==> src/rtl/config_read_fifo_pkg.sv <==
// -----------------------------------------------------------------------------
// config_read_fifo_pkg
// Shared config-bus definitions for the readback FIFO:
//   - CONF_DATA_W / CONF_ADDR_W : config register bus widths
//   - OFS_*                     : register offsets relative to the block base
//   - EMPTY_CNT_W               : width of the saturating empty-read counter
//   - reg_sel_e / decode_sel()  : which local register a request hits, if any
// -----------------------------------------------------------------------------
package config_read_fifo_pkg;

  localparam int CONF_DATA_W = 64;
  localparam int CONF_ADDR_W = 16;
  localparam int EMPTY_CNT_W = 32;

  localparam logic [CONF_ADDR_W-1:0] OFS_DATA      = CONF_ADDR_W'(0);
  localparam logic [CONF_ADDR_W-1:0] OFS_LEVEL     = CONF_ADDR_W'(1);
  localparam logic [CONF_ADDR_W-1:0] OFS_EMPTY_CNT = CONF_ADDR_W'(2);

  typedef enum logic [1:0] {
    SEL_NONE,
    SEL_DATA,
    SEL_LEVEL,
    SEL_EMPTY_CNT
  } reg_sel_e;

  // Offset is taken modulo the address width, so an address below the base
  // wraps to a large offset and never hits.
  function automatic reg_sel_e decode_sel(
    input logic                   valid,
    input logic [CONF_ADDR_W-1:0] addr,
    input logic [CONF_ADDR_W-1:0] base
  );
    logic [CONF_ADDR_W-1:0] ofs;
    ofs = addr - base;
    if (!valid) return SEL_NONE;
    if (ofs == OFS_DATA) return SEL_DATA;
    if (ofs == OFS_LEVEL) return SEL_LEVEL;
    if (ofs == OFS_EMPTY_CNT) return SEL_EMPTY_CNT;
    return SEL_NONE;
  endfunction

endpackage

==> src/rtl/ready_valid_i.sv <==
// -----------------------------------------------------------------------------
// ready_valid_i
// Generic ready/valid stream carrying one data_t per handshake.
//   data  : payload
//   valid : producer has a payload
//   ready : consumer accepts the payload this cycle
// Modport s is the sink (consumer) side.
// -----------------------------------------------------------------------------
interface ready_valid_i #(
  parameter type data_t = logic [7:0]
);
  data_t data;
  logic  valid;
  logic  ready;

  modport s (input data, input valid, output ready);
  modport m (output data, output valid, input ready);
endinterface

==> src/rtl/config_read_fifo_fifo.sv <==
// -----------------------------------------------------------------------------
// config_read_fifo_fifo
// Power-of-two depth FIFO with a combinational head view.
//   clk, rst_n        : clock, asynchronous active-low reset
//   i_data/i_valid    : push side; i_ready = not full (from registered level)
//   o_data/o_valid    : head entry and non-empty flag
//   o_ready           : pop request; pops only when o_valid
//   o_filling_level   : registered entry count, 0..DEPTH
// -----------------------------------------------------------------------------
module config_read_fifo_fifo #(
  parameter int DEPTH = 4,
  parameter int WIDTH = 8
) (
  input  logic                       clk,
  input  logic                       rst_n,
  input  logic [WIDTH-1:0]           i_data,
  input  logic                       i_valid,
  output logic                       i_ready,
  output logic [WIDTH-1:0]           o_data,
  output logic                       o_valid,
  input  logic                       o_ready,
  output logic [$clog2(DEPTH+1)-1:0] o_filling_level
);

  localparam int PTR_W = $clog2(DEPTH);
  localparam int LVL_W = $clog2(DEPTH+1);
  localparam logic [LVL_W-1:0] FULL_LVL = LVL_W'(DEPTH);

  logic [WIDTH-1:0] mem [DEPTH];
  logic [PTR_W-1:0] wr_ptr_reg, rd_ptr_reg;
  logic [LVL_W-1:0] level_reg, level_next;
  logic             push, pop;

  assign i_ready = (level_reg != FULL_LVL);
  assign o_valid = (level_reg != '0);
  assign o_data  = mem[rd_ptr_reg];
  assign o_filling_level = level_reg;

  assign push = i_valid && i_ready;
  assign pop  = o_ready && o_valid;

  always_comb begin
    level_next = level_reg;
    unique case ({push, pop})
      2'b10:   level_next = level_reg + LVL_W'(1);
      2'b01:   level_next = level_reg - LVL_W'(1);
      default: level_next = level_reg;
    endcase
  end

  // Storage carries no reset; stale contents are unreachable once the
  // pointers and level are cleared.
  always_ff @(posedge clk) begin
    if (push) mem[wr_ptr_reg] <= i_data;
  end

  // Pointers wrap naturally because DEPTH is a power of two.
  always_ff @(posedge clk or negedge rst_n) begin
    if (!rst_n) begin
      wr_ptr_reg <= '0;
      rd_ptr_reg <= '0;
      level_reg  <= '0;
    end else begin
      if (push) wr_ptr_reg <= wr_ptr_reg + PTR_W'(1);
      if (pop)  rd_ptr_reg <= rd_ptr_reg + PTR_W'(1);
      level_reg <= level_next;
    end
  end

endmodule

==> src/rtl/config_read_fifo.sv <==
// -----------------------------------------------------------------------------
// config_read_fifo
// Buffers a datapath ready/valid stream and lets the host drain it through
// config register reads.
//   clk, rst_n      : clock, asynchronous active-low reset
//   data            : input stream (sink side)
//   rd_req_valid    : config read strobe, one cycle per request
//   rd_req_addr     : config read address
//   rd_resp_valid   : one-cycle response strobe, 1 cycle after a hit
//   rd_resp_data    : response data
// Registers: ADDR = pop head ({valid flag, zero pad, entry}, or 0 if empty),
// ADDR+1 = fill level, ADDR+2 = saturating empty-read count (read-to-clear).
// -----------------------------------------------------------------------------
module config_read_fifo
  import config_read_fifo_pkg::*;
#(
  parameter logic [CONF_ADDR_W-1:0] ADDR   = CONF_ADDR_W'(0),
  parameter int                     DEPTH  = 4,
  parameter type                    data_t = logic [7:0]
) (
  input  logic                   clk,
  input  logic                   rst_n,
  ready_valid_i.s                data,
  input  logic                   rd_req_valid,
  input  logic [CONF_ADDR_W-1:0] rd_req_addr,
  output logic                   rd_resp_valid,
  output logic [CONF_DATA_W-1:0] rd_resp_data
);

  localparam int DW    = $bits(data_t);
  localparam int LVL_W = $clog2(DEPTH+1);

  if (DW > CONF_DATA_W-1) begin : g_width_check
    $error("config_read_fifo: data_t wider than CONF_DATA_W-1");
  end
  if (DEPTH < 2 || (DEPTH & (DEPTH-1)) != 0) begin : g_depth_check
    $error("config_read_fifo: DEPTH must be a power of two >= 2");
  end

  reg_sel_e                sel;
  logic                    pop;
  logic                    fifo_in_ready;
  logic                    head_valid;
  data_t                   head;
  logic [LVL_W-1:0]        level;
  logic [EMPTY_CNT_W-1:0]  empty_cnt_reg, empty_cnt_next;
  logic                    resp_valid_reg;
  logic [CONF_DATA_W-1:0]  resp_data_reg, resp_data_next;
  logic [CONF_DATA_W-1:0]  entry_word;

  assign sel = decode_sel(rd_req_valid, rd_req_addr, ADDR);
  assign pop = (sel == SEL_DATA);

  // Held low during reset so the producer never sees a phantom slot.
  assign data.ready = rst_n && fifo_in_ready;

  config_read_fifo_fifo #(
    .DEPTH (DEPTH),
    .WIDTH (DW)
  ) u_fifo (
    .clk             (clk),
    .rst_n           (rst_n),
    .i_data          (data.data),
    .i_valid         (data.valid),
    .i_ready         (fifo_in_ready),
    .o_data          (head),
    .o_valid         (head_valid),
    .o_ready         (pop),
    .o_filling_level (level)
  );

  always_comb begin
    entry_word = '0;
    entry_word[DW-1:0] = head;
    entry_word[CONF_DATA_W-1] = 1'b1;

    resp_data_next = '0;
    unique case (sel)
      SEL_DATA:      if (head_valid) resp_data_next = entry_word;
      SEL_LEVEL:     resp_data_next = CONF_DATA_W'(level);
      SEL_EMPTY_CNT: resp_data_next = CONF_DATA_W'(empty_cnt_reg);
      default:       resp_data_next = '0;
    endcase
  end

  always_comb begin
    empty_cnt_next = empty_cnt_reg;
    if (sel == SEL_EMPTY_CNT)
      empty_cnt_next = '0;
    else if (sel == SEL_DATA && !head_valid && empty_cnt_reg != '1)
      empty_cnt_next = empty_cnt_reg + EMPTY_CNT_W'(1);
  end

  always_ff @(posedge clk or negedge rst_n) begin
    if (!rst_n) begin
      resp_valid_reg <= 1'b0;
      resp_data_reg  <= '0;
      empty_cnt_reg  <= '0;
    end else begin
      resp_valid_reg <= (sel != SEL_NONE);
      resp_data_reg  <= resp_data_next;
      empty_cnt_reg  <= empty_cnt_next;
    end
  end

  assign rd_resp_valid = resp_valid_reg;
  assign rd_resp_data  = resp_data_reg;

endmodule
==> src/flat_wrapper.sv <==
// flat-port wrapper written by rule: the top's interface ports become plain ports
module config_read_fifo_flat import config_read_fifo_pkg::*;
#(
  parameter logic [CONF_ADDR_W-1:0] ADDR   = CONF_ADDR_W'(0),
  parameter int                     DEPTH  = 4,
  parameter type                    data_t = logic [7:0]
)
  (clk, rst_n, rd_req_valid, rd_req_addr, rd_resp_valid, rd_resp_data, data_data, data_valid, data_ready);
  ready_valid_i #(.data_t(data_t)) data_i ();
  input  logic clk;
  input  logic rst_n;
  input  logic rd_req_valid;
  input  logic [CONF_ADDR_W-1:0] rd_req_addr;
  output logic rd_resp_valid;
  output logic [CONF_DATA_W-1:0] rd_resp_data;
  input wire logic [$bits(data_i.data)-1:0] data_data;
  input wire logic [$bits(data_i.valid)-1:0] data_valid;
  output wire logic [$bits(data_i.ready)-1:0] data_ready;
  assign data_i.data = data_data;
  assign data_i.valid = data_valid;
  assign data_ready = data_i.ready;
  config_read_fifo #(.ADDR(ADDR), .DEPTH(DEPTH), .data_t(data_t)) u_core (.clk(clk), .rst_n(rst_n), .data(data_i), .rd_req_valid(rd_req_valid), .rd_req_addr(rd_req_addr), .rd_resp_valid(rd_resp_valid), .rd_resp_data(rd_resp_data));
endmodule
==> config.mk <==
export PLATFORM = sky130hd
export DESIGN_NAME = config_read_fifo_flat
export DESIGN_NICKNAME = d
export VERILOG_FILES = /design/src/rtl/config_read_fifo_pkg.sv /design/src/rtl/ready_valid_i.sv /design/src/rtl/config_read_fifo_fifo.sv /design/src/rtl/config_read_fifo.sv /design/src/flat_wrapper.sv
export SDC_FILE = /design/constraint.sdc
export NUM_CORES = 1
export LEC_CHECK = 0
export CORE_MARGIN = 1
export CORE_UTILIZATION = 50
export CTS_CLUSTER_DIAMETER = 80
export DETAILED_ROUTE_END_ITERATION = 16
export PLACE_DENSITY = 0.74
export SETUP_SLACK_MARGIN = 0.15
export SLEW_MARGIN = 20
export SYNTH_ARGS = -nofsm -noshare
export SYNTH_HDL_FRONTEND = slang
export SYNTH_HIERARCHICAL = 1
export SYNTH_SLANG_ARGS = --single-unit
==> constraint.sdc <==
create_clock -name clk -period 3.3 [get_ports clk]
set_input_delay 0.99 -clock clk [delete_from_list [all_inputs] [get_ports clk]]
set_output_delay 0.99 -clock clk [all_outputs]
set_load 0.02 [all_outputs]
Word-level counts from Yosys, hierarchy flattened
Memories as Yosys holds them, arrays and structs flattened.
Cells that the tools add are included.
W data, S select, Z words.

word-level totals
  input bits = 28
  memories = 1
  RAM bits = 32
  register bits = 104

operators by class
  multiplexer cells = 24
  equality and inequality tests = 9
  reductions and logical operators = 11
  add/sub/neg operators = 5

memories
  memory             words  bits a word  read ports  clocked after memory_dff  wr ports  line                         text
  u_core.u_fifo.mem  4      8            1           0                         1         config_read_fifo_fifo.sv:29  logic [WIDTH-1:0] mem [DEPTH];

operators with widths
  cell                     number
  $pmux W64 S3             1
  $mux W32                 2
  $mux W64                 1
  $add A32 B1 Y32 const B  1
  $ne A32 B32 Y1 const B   1
  $eq A16 B1 Y1 const B    1
  $eq A16 B2 Y1 const B    1
  $logic_not A16 Y1        1
  $mux W2                  8
  $mux W1                  11
  $eq A2 B2 Y1 const B     3
  $pmux W3 S2              1
  $reduce_bool A2 Y1       3
  $logic_and A1 B1 Y1      5
  $add A2 B1 Y2 const B    2
  $eq A2 B1 Y1 const B     2
  $add A3 B1 Y3 const B    1
  $ne A3 B3 Y1 const B     1
  $reduce_bool A3 Y1       1
  $sub A3 B1 Y3 const B    1
  $logic_not A1 Y1         1

Depth between registers and ports, before layout
  depth in word-level cells = 17
  mapped depth = 10

By module
Netlist, hierarchy kept.

modules (own cells, without submodules)
  module                 seq. area each (µm²)  cells an instance  area an instance (µm²)  instances
  config_read_fifo       1651.6                335                3488.3                  1
  config_read_fifo_fifo  1136.1                79                 1582.8                  1

Least setup slack after synthesis
Ideal clock, no wire load.

  kind = input port to flip-flop
  start = input port rd_req_addr[4]
  end = register u_core.u_fifo.level_reg[2], in the netlist u_core/u_fifo/o_filling_level[2]
  path buffers = 0
  stages = 10
  arrival time = 2791 ps
  path slack = 430 ps
  library setup time = 79 ps
  path through = nor4_4 -> nand4_2 -> nor3_1 -> o31a_2 -> ha_1 -> inv_1 -> fa_1 -> xor2_1 -> nor2_1 -> xor2_1

between the ends
  cells in the longest elaborated chain, start to end = 13
  elaborated cells on any way between the ends = 25

ends and longest elaborated chain
  what                                                      line                         text
  from (decl)                                               flat_wrapper.sv:13           input logic [CONF_ADDR_W-1:0] rd_req_addr;
  $eq A16 B2 Y1                                             config_read_fifo_pkg.sv:38   if (ofs == OFS_EMPTY_CNT) return SEL_EMPTY_CNT;
  $mux W1 (2 in series)                                     config_read_fifo_pkg.sv:38
  $mux W1                                                   config_read_fifo_pkg.sv:37   if (ofs == OFS_LEVEL) return SEL_LEVEL;
  $mux W1                                                   config_read_fifo_pkg.sv:36   if (ofs == OFS_DATA) return SEL_DATA;
  $mux W2                                                   config_read_fifo_pkg.sv:39   return SEL_NONE;
  $mux W2                                                   config_read_fifo_pkg.sv:38
  $mux W2 (*)                                               config_read_fifo_pkg.sv:37
  $mux W2 (*)                                               config_read_fifo_pkg.sv:36
  $eq A2 B1 Y1 (*)                                          config_read_fifo.sv:52       assign pop = (sel == SEL_DATA);
  named net u_core.pop                                      config_read_fifo.sv:41       logic pop;
  $logic_and A1 B1 Y1 (*)                                   config_read_fifo_fifo.sv:40  assign pop = o_ready && o_valid;
  named net u_core.u_fifo.pop                               config_read_fifo_fifo.sv:32  logic push, pop;
  $eq A2 B1 Y1 / $eq A2 B2 Y1 (equally long branches)       config_read_fifo_fifo.sv:44  unique case ({push, pop})
  $pmux W3 S2 / $reduce_bool A2 Y1 (equally long branches)  -
  to (signal assigned)                                      config_read_fifo_fifo.sv:66  level_reg <= level_next;
  to (decl)                                                 config_read_fifo_fifo.sv:31  logic [LVL_W-1:0] level_reg, level_next;

Mark *: on every way through the listed nets, which the timed path passes. The rest lies on a longest branch. The select of a mux whose other input is x is not followed.
A chain may end at the register's enable or synchronous reset.

Worst setup path after layout
  start = input port rd_req_addr[10]
  end = register u_core.u_fifo.level_reg[2], in the netlist u_core/u_fifo/o_filling_level[2]

The elaborated chain is that of the path after synthesis.

==> out/results.tsv <==
metric	value	unit
critical path fanouts, max	2	
Syn Inst Count	414	
Yosys cell types	54	
total CTS buffers	9	
max-cap violation count	0	
Initial Util	51.6	%
area of the die	10500	um^2
area leader, netlist	dfrtp_1	
cell mode on critical path	xor2_1	
antenna violations before repair	0	
port buffer count	62	
Commonest cells post-synth	dfrtp_1, edfxtp_1, buf_4	
register area share after synthesis	55.0	%
Largest register FFs	33	
Clk pwr share	29.9	%
min Tclk post-route	3.00	ns
Synth Area in Simple Gates	20.4	%
Placed Area	5720	um^2
DRC viols	0	
Critical Path Start Type	input pin	
CTS tree	done	
gr usage total	20.0	%
detailed-route vias per instance	5.60	
area share of the largest cell type after synthesis	36.0	%
Finished Layout Cells	619	
Std-Cell Rows	36	
mux cell area share after synthesis	4.44	%
final instance area	5940	um^2
Pins Over Slew Limit	0	
Ys Warns	6	
reg-to-reg critical path endpoint	u_core/empty_cnt_reg[31]	
Post-DP HPWL	6910	um
WS Path Type	in -> reg	
Main synth FF type	dfrtp_1	
Worst slew margin	57.8	%
Post-CTS Hold Fix Bufs	0	
Async S/R FF share, synth	69.5	%
Critical Path RT	3.59	ns
DP Cell Count	603	
first drt pass iteration count	4	
Post-CTS Setup Inserts	0	
static leakage power	2.56	nW
Switch Pwr	0.000706	W
# H-tree levels	3	
first-pass GRT wire length	16000	um
switch share	26.4	%
critical path capture point	u_core/u_fifo/o_filling_level[2]	
count leader, synth	dfrtp_1	
Setup violations, final	0	
Synth Register Bits	105	
Placer Congestion	0.803	
nature of the critical path endpoint	flop	
post-route ant nets	0	
clk sink count	105	
Slowest cell on crit path	clkdlybuf4s50_1	
Resize count post-CTS	0	
Root Buffer	clkbuf_8	
Post-Synth XOR/XNOR Area	1.04	%
crit path from	rd_req_addr[10]	
Post-Synth Adder-Cell Area	1.88	%
GRT overflow	0	
1st-iter DRT viols	174	
path depth of the worst reg2reg path	5	
Post-synth EDFFs	32	
Mean Syn Cell Area	12.2	um^2
Synth Cell Area	5070	um^2
die width	103	um
n_diodes	0	
mean routed wirelength per cell	15.6	um
core area	9820	um^2
Final Hold Fails	0	
maximum buffer depth of the clock tree	2	
FF-to-FF Start	u_core/u_fifo/o_filling_level[0]	
IO Pins	94	
Compound-Gate Fraction of Synth Area	9.20	%
Die Height	103	um
PD cells	450	nW/um^2
VDD IR max	0.303	mV
Area Growth Syn to Fin	17.1	%
status	complete, no violations	
critical path data arrival time	3.29	ns
Via Count	3465	
largest net degree at the start of global routing	51	
Fmax	334	MHz
Hold/Removal Path Class	reg -> reg	
dominant cells by area after synthesis	dfrtp_1, edfxtp_1, buf_4	
clock-pin slew on the worst setup and hold paths	0.10	ns
worst slew pin tran	0.633	ns
Comb pwr share	13.2	%
WHS Path Cells	1	
post-route core utilization	60.5	%
Clk Latency, worst-skew pair	0.36	ns
number of nets in the layout	516	
RSZ-0062 raised after global routing	no	
Period Utilization, post-route	90.8	%
WL final	9660	um
share of cells above drive strength 1	13.2	%
number of global-route vias before repair	3294	
largest family of logic cells by synthesized area	simple AND/OR/NAND/NOR gates	
Int Power	0.00197	W
Reg power frac	56.9	%
reg2reg setup slack	0.72	ns
CP Cell Sequence	clkdlybuf4s50_1 -> nor4_4 -> nand4_2 -> nor3_2 -> o31a_2 -> ha_1 -> inv_1 -> fa_2 -> xor2_1 -> nor2_1 -> xor2_1	
slowest cell delay on critical path	0.46	ns
Fin Clk Skew	0.00581	ns
## cell usage in the layout, fill, tap and decap left out, drive strengths merged, types with 5 or more instances in the layout
cell type       n
nor4            7
nand2          16
dfrtp          73
a22o            8
and3           31
and2            6
o31ai          17
nand3          14
or4            17
a21oi          29
clkdlybuf4s50  58
clkbuf          9
mux4            8
nor2            8
or3            14
nand4          17
buf            15
edfxtp         32
inv            15
conb           31
ha              6
o21ai          10
nor3            5
## per-layer routing
metal	vias up	global-route usage, %	routed length, um
met1	1672	25.0	3970
met3	15	3.66	602
li1	1638	-	-
met5	-	0	0
met4	0	6.15	152
met2	140	35.2	4940
## worst max-delay path: cells and delay by family
kind,cells,cell delay [ns]
AND/OR/NAND/NOR,4,0.77
AO/OA/AOI/OAI,1,0.18
buffers and inverters,2,0.53
XOR/XNOR,2,0.30
adder cells (fa/ha/maj),2,0.52
## power groups by stage
stage                     clock [W]  combinational [W]  sequential, W
after global routing       0.000864           0.000399        0.00153
after CTS                  0.000816           0.000355        0.00152
after floorplan                   0           0.000254        0.00153
after detailed placement          0           0.000355        0.00155
after global placement            0           0.000341        0.00154
final                      0.000800           0.000353        0.00152
## final cells by class
cell class	count	area, um^2
clock buffer	9	124
clock inverter	7	75.1
fill	812	3880
inverter	12	45.0
multi-input combinational	277	2000
sequential	105	2790
tap	133	166
timing repair buffer	76	741
## kinds of logic after synthesis
| group | after synthesis |
|---|---|
| AO/OA/AOI/OAI | 73 |
| flip-flops | 105 |
| other | 1 |
| buffers and inverters | 62 |
| multiplexers | 12 |
| AND/OR/NAND/NOR | 148 |
| XOR/XNOR | 6 |
| adder cells (fa/ha/maj) | 7 |
## worst min-delay path by stage
stage	slack, ns	from	endpoint
after floorplan	0.49	u_core/u_fifo/o_filling_level[2]	u_core/u_fifo/o_filling_level[2]
after global placement	0.55	u_core/empty_cnt_reg[19]	u_core/rd_resp_data[19]
after detailed placement	0.56	u_core/empty_cnt_reg[31]	u_core/rd_resp_data[31]
after CTS	0.58	u_core/empty_cnt_reg[31]	u_core/rd_resp_data[31]
after global routing	0.61	u_core/u_fifo/o_filling_level[2]	u_core/u_fifo/o_filling_level[2]
final	0.58	u_core/empty_cnt_reg[31]	u_core/rd_resp_data[31]
## stage by stage
stage	hold slack [ns]	setup WS [ns]	power [W]	setup TNS (ns)
5_1_grt	0.611	0.180	0.00280	0
2_1_floorplan	0.489	0.430	0.00178	0
3_3_place_gp	0.551	-0.0434	0.00188	-0.163
4_1_cts	0.579	0.242	0.00269	0
3_5_place_dp	0.557	-0.133	0.00190	-0.475
6_report	0.582	0.302	0.00268	0
(Power assumes the default switching activity.)
